### src/rtl/traffic_multi.sv
// Timed NDIR-approach traffic-light controller: GREEN -> YELLOW -> ALLRED per approach, with STR early advance.
// Define TRAFFIC_FLASH_EN to flash all yellows while powered down instead of going dark.
module traffic_multi #(
  parameter int NDIR        = 4,
  parameter int PW          = 3,
  parameter int CW          = 8,
  parameter int GREEN_T     = 8,
  parameter int MIN_GREEN_T = 4,
  parameter int YELLOW_T    = 3,
  parameter int ALLRED_T    = 2,
  parameter int FLASH_T     = 5
) (
  input  logic            CLK,
  input  logic            RST,
  input  logic            POW,
  input  logic            STR,
  output logic [NDIR-1:0] G,
  output logic [NDIR-1:0] Y,
  output logic [NDIR-1:0] R,
  output logic [1:0]      CURST,
  output logic [PW-1:0]   PHASE
);

  typedef enum logic [1:0] {
    ST_OFF    = 2'd0,
    ST_GREEN  = 2'd1,
    ST_YELLOW = 2'd2,
    ST_ALLRED = 2'd3
  } state_t;

  localparam logic [CW-1:0] GREEN_LAST  = CW'(GREEN_T - 1);
  localparam logic [CW-1:0] MIN_LAST    = CW'(MIN_GREEN_T - 1);
  localparam logic [CW-1:0] YELLOW_LAST = CW'(YELLOW_T - 1);
  localparam logic [CW-1:0] ALLRED_LAST = CW'(ALLRED_T - 1);
  localparam logic [PW-1:0] PHASE_LAST  = PW'(NDIR - 1);

  state_t          r_state;
  logic [PW-1:0]   r_phase;
  logic [CW-1:0]   r_cnt;
  logic [NDIR-1:0] w_onehot;

`ifdef TRAFFIC_FLASH_EN
  localparam logic [CW-1:0] FLASH_LAST = CW'(FLASH_T - 1);
  logic            r_fl;
  logic [CW-1:0]   r_fcnt;
`endif

  // Sequencer: reset, then power-down, then the normal phase walk.
  always_ff @(posedge CLK) begin
    if (RST) begin
      r_state <= ST_OFF;
      r_phase <= '0;
      r_cnt   <= '0;
`ifdef TRAFFIC_FLASH_EN
      r_fl    <= 1'b0;
      r_fcnt  <= '0;
`endif
    end else if (!POW) begin
      r_state <= ST_OFF;
      r_cnt   <= '0;
`ifdef TRAFFIC_FLASH_EN
      if (r_state != ST_OFF) begin
        r_fl   <= 1'b0;
        r_fcnt <= '0;
      end else if (r_fcnt == FLASH_LAST) begin
        r_fl   <= ~r_fl;
        r_fcnt <= '0;
      end else begin
        r_fcnt <= r_fcnt + CW'(1);
      end
`endif
    end else begin
      case (r_state)
        ST_OFF: begin
          r_state <= ST_ALLRED;
          r_phase <= '0;
          r_cnt   <= '0;
`ifdef TRAFFIC_FLASH_EN
          r_fl    <= 1'b0;
          r_fcnt  <= '0;
`endif
        end
        ST_ALLRED: begin
          if (r_cnt == ALLRED_LAST) begin
            r_state <= ST_GREEN;
            r_cnt   <= '0;
          end else begin
            r_cnt <= r_cnt + CW'(1);
          end
        end
        ST_GREEN: begin
          if ((r_cnt == GREEN_LAST) || (STR && (r_cnt >= MIN_LAST))) begin
            r_state <= ST_YELLOW;
            r_cnt   <= '0;
          end else begin
            r_cnt <= r_cnt + CW'(1);
          end
        end
        ST_YELLOW: begin
          if (r_cnt == YELLOW_LAST) begin
            r_state <= ST_ALLRED;
            r_cnt   <= '0;
            r_phase <= (r_phase == PHASE_LAST) ? '0 : r_phase + PW'(1);
          end else begin
            r_cnt <= r_cnt + CW'(1);
          end
        end
        default: begin
          r_state <= ST_OFF;
          r_cnt   <= '0;
        end
      endcase
    end
  end

  assign w_onehot = {{(NDIR-1){1'b0}}, 1'b1} << r_phase;

  // Lamp decode from registered state only.
  always_comb begin
    G = '0;
    Y = '0;
    R = '0;
    case (r_state)
      ST_GREEN: begin
        G = w_onehot;
        R = ~w_onehot;
      end
      ST_YELLOW: begin
        Y = w_onehot;
        R = ~w_onehot;
      end
      ST_ALLRED: begin
        R = '1;
      end
      default: begin
`ifdef TRAFFIC_FLASH_EN
        if (r_fl) begin
          Y = '1;
        end else begin
          Y = '0;
        end
`else
        Y = '0;
`endif
      end
    endcase
  end

  assign CURST = r_state;
  assign PHASE = r_phase;

endmodule

### config.mk
export PLATFORM = sky130hd
export DESIGN_NAME = traffic_multi
export DESIGN_NICKNAME = d
export VERILOG_FILES = /design/src/rtl/traffic_multi.sv
export SDC_FILE = /design/constraint.sdc
export NUM_CORES = 1
export LEC_CHECK = 0
export CAP_MARGIN = 30
export CORE_ASPECT_RATIO = 0.7
export CORE_MARGIN = 4
export CORE_UTILIZATION = 44
export DETAILED_ROUTE_END_ITERATION = 10
export PLACE_DENSITY = 0.79
export SYNTH_ARGS = -nofsm -noshare
export SYNTH_HDL_FRONTEND = slang
export SYNTH_SLANG_ARGS = --single-unit
### constraint.sdc
create_clock -name CLK -period 1.6 [get_ports CLK]
set_input_delay 0.32 -clock CLK [delete_from_list [all_inputs] [get_ports CLK]]
set_output_delay 0.32 -clock CLK [all_outputs]
set_load 0.05 [all_outputs]
==> key figures <==
Worst setup path
  • Max stage delay on crit path: 0.38 ns
  • Worst Path Required: 1.28 ns
  • CP arrival: 1.53 ns
  • Crit-path cells: clkinvlp_4 -> ha_4 -> a21oi_2 -> nor2_4 -> buf_12
  • Nature of the critical path startpoint: flip-flop
  • Crit-path slowest cell: dfxtp_4
  • WS Path Type: flip-flop to primary output
  • CP Max Fanout: 4
  • Worst setup EP type: primary output

Placed design
  • Port Buf Inserts: 20
  • Gpl congestion: 0.840
  • Placement Setup Slack: -0.122 ns
  • Placed instance area: 1450 sq um
  • Post-DP HPWL: 1950 um

CTS
  • Clock transition at path regs: 0.09 ns
  • CTS Buffer Depth: 2
  • Worst skew pair latency: 0.28 ns
  • CTS H-tree lvls: 1
  • CTS Buf Count: 3
  • CTS tree: built
  • CTS Sinks: 13
  • CTS root buf: clkbuf_4
  • Cts-stage hold buffer count: 0

Floorplan
  • Ports: 21
  • Die height: 46.8 um
  • Die area: 2970 sq um
  • Die Width: 63.4 um
  • Initial Util: 48.5%
  • Row count: 13
  • Core Region: 1950 sq um

Global routing
  • Global-route wire length before repair: 5090 um
  • GRT Total Usage: 23.3%
  • Initial antenna violation count: 0
  • Largest net degree at the start of global routing: 12
  • Vias in the first global route: 982
  • GRT overflow: 0

Synth
  • Mapped Cells: 109
  • Seq/Total Area, Yosys: 27.5%
  • Synth Warn #: 0
  • Number of synthesized register bits: 13
  • Count of cell types in the netlist: 31
  • Syn nets: 127
  • Syn Area/Cell: 8.68 sq um
  • Syn Std Cell Area: 946 sq um

Finish
  • P&R area growth vs syn: 77.1%
  • Ant diodes: 0
  • Post-Layout Inst Area: 1680 sq um
  • Nets: 168
  • Fraction of layout cells with a size suffix above 1: 59.1%

Detailed routing
  • TritonRoute pass-1 iters: 4
  • Final WL: 3450 um
  • Drt drc: 0
  • DR iter-0 viols: 15
  • Via density: 5.85
  • Routed Antenna Nets: 0
  • Drt wl/cell: 20.1 um
  • Vias after detailed routing: 1001

Timing
  • Max-slew violation count: 0
  • FMAX: 0.541 GHz
  • Final worst slack: -0.249 ns
  • Worst slew pin tran: 0.365 ns
  • Final Cycle Share: 116%
  • Final hold vios: 0
  • Final min period: 1.85 ns
  • Worst slew margin: 75.6%
  • RSZ-0062 raised after global routing: yes
  • Clk_skew: 0.00329 ns
  • Final setup fails: 25

Pwr
  • Lkg Pwr: 0.665 nW
  • VDD IR-drop max: 549 uV
  • P per Cell Area: 623 nW/um^2

Worst hold path
  • Min-delay worst type: flip-flop to flip-flop

Run status
  • Status: finished, violations left
  • Failing checks: setup timing

Run
  • Max Cap Viol: 0
## per-stage QoR
step | util (%) | TNS, ns | instances | power [W] | hold WS [ns]
after CTS | 83.3 | -2.19 | 170 | 0.000999 | 0.546
after global routing | 85.8 | -4.28 | 171 | 0.00108 | 0.631
final | 85.8 | -3.27 | 171 | 0.00104 | 0.579
after global placement | 74.2 | -0.141 | 162 | 0.000702 | 0.517
after detailed placement | 74.2 | -0.877 | 162 | 0.000715 | 0.527
after floorplan | - | 0 | 109 | 0.000568 | 0.385
## layout make-up
| class | count | area (sq um) |
|---|---|---|
| Clock buffer | 4 | 26.3 |
| Fill cell | 97 | 277 |
| Multi-Input combinational cell | 87 | 841 |
| Tap cell | 22 | 27.5 |
| Timing Repair Buffer | 38 | 472 |
| Sequential cell | 13 | 275 |
| Inverter | 7 | 33.8 |
## kinds of logic (layout without fill, tap and decap cells)
logic type / Yosys count / after routing / share of synthesized area [%]
flops: 13 / 13 / 27.5
compound gates: 17 / 17 / 14.4
xor+xnor: 6 / 6 / 5.56
fa+ha+maj: 14 / 14 / 18.5
mux: 1 / 1 / 1.06
buf+inv: 9 / 49 / 3.57
simple gates: 49 / 49 / 29.4
## path summary, 6_finish.rpt
kind                               start        to  slack, ns  depth (start not counted)
worst max register to register  r_cnt[4]  r_cnt[1]      -0.17                          4
worst max-delay path            CURST[0]      R[3]      -0.25                          5
worst min register to register  PHASE[1]  PHASE[1]       0.58                          2
worst min-delay path            PHASE[1]  PHASE[1]       0.58                          2
## sequential cells by signal, summed over array words and instances (netlist names)
register,count
r_cnt,8
PHASE,3
CURST,2
## synthesized netlist by cell type
cell	count	area share, %
nor2_1	16	6.3
ha_1	14	19
dfxtp_1	13	28
and3_1	7	4.6
inv_1	7	2.8
a21oi_1	6	3.2
nand2_1	5	2.0
nand3_1	5	2.6
xor2_1	5	4.6
and2_1	3	2.0
nor2b_1	3	2.0
a32oi_1	2	1.9
clkbuf_1	2	0.79
nand2b_1	2	1.3
o21ai_2	2	1.9
or2_2	2	1.3
a211oi_1	1	0.79
a211oi_2	1	1.3
a21o_1	1	0.79
a22oi_1	1	0.79
mux2i_1	1	1.1
nand2_4	1	1.2
nor3_1	1	0.53
nor3b_1	1	0.79
nor4b_4	1	2.5
o211a_1	1	1.1
o211ai_4	1	2.2
o21ai_1	1	0.53
or2_4	1	0.93
or4_4	1	1.2
xnor2_1	1	0.93
## worst max-delay path: cells and delay by family, from the launching register on
family / cells / cell delay [ns]
flip-flops: 1 / 0.38
adder cells (fa/ha/maj): 1 / 0.36
buffers and inverters: 2 / 0.30
AND/OR/NAND/NOR: 1 / 0.12
AO/OA/AOI/OAI: 1 / 0.08
## layout by cell type, fill, tap and decap left out, drive strengths merged, types with 5 or more instances in the layout
| cell type | n |
|---|---|
| nor2 | 16 |
| inv | 5 |
| a21oi | 6 |
| xor2 | 5 |
| nand2 | 6 |
| and3 | 7 |
| nand3 | 5 |
| dfxtp | 13 |
| buf | 35 |
| ha | 14 |
## routing by layer
metal  share of wire, %  global-route usage, %  wire, um
met3                8.7                   7.66       300
met2                 49                   41.9      1680
met1                 41                   26.3      1420
met4                1.3                   10.3        46
met5                  0                      0         0
## what timing repair did
item | in CTS | in global routing
pin swaps | 14 | 6
endpoints found under the setup margin | 25 | 25
resized for setup | 29 | 9
buffers inserted | 4 | 1
## power breakdown
group	internal, W	total [W]	switching [W]	leakage [nW]
clock network	0.0000968	0.000215	0.000118	0.0150
registers	0.000329	0.000342	0.0000129	0.109
logic	0.000231	0.000486	0.000255	0.541
total	0.000657	0.00104	0.000386	0.665
No activity file was read; power rests on OpenSTA's default activity.
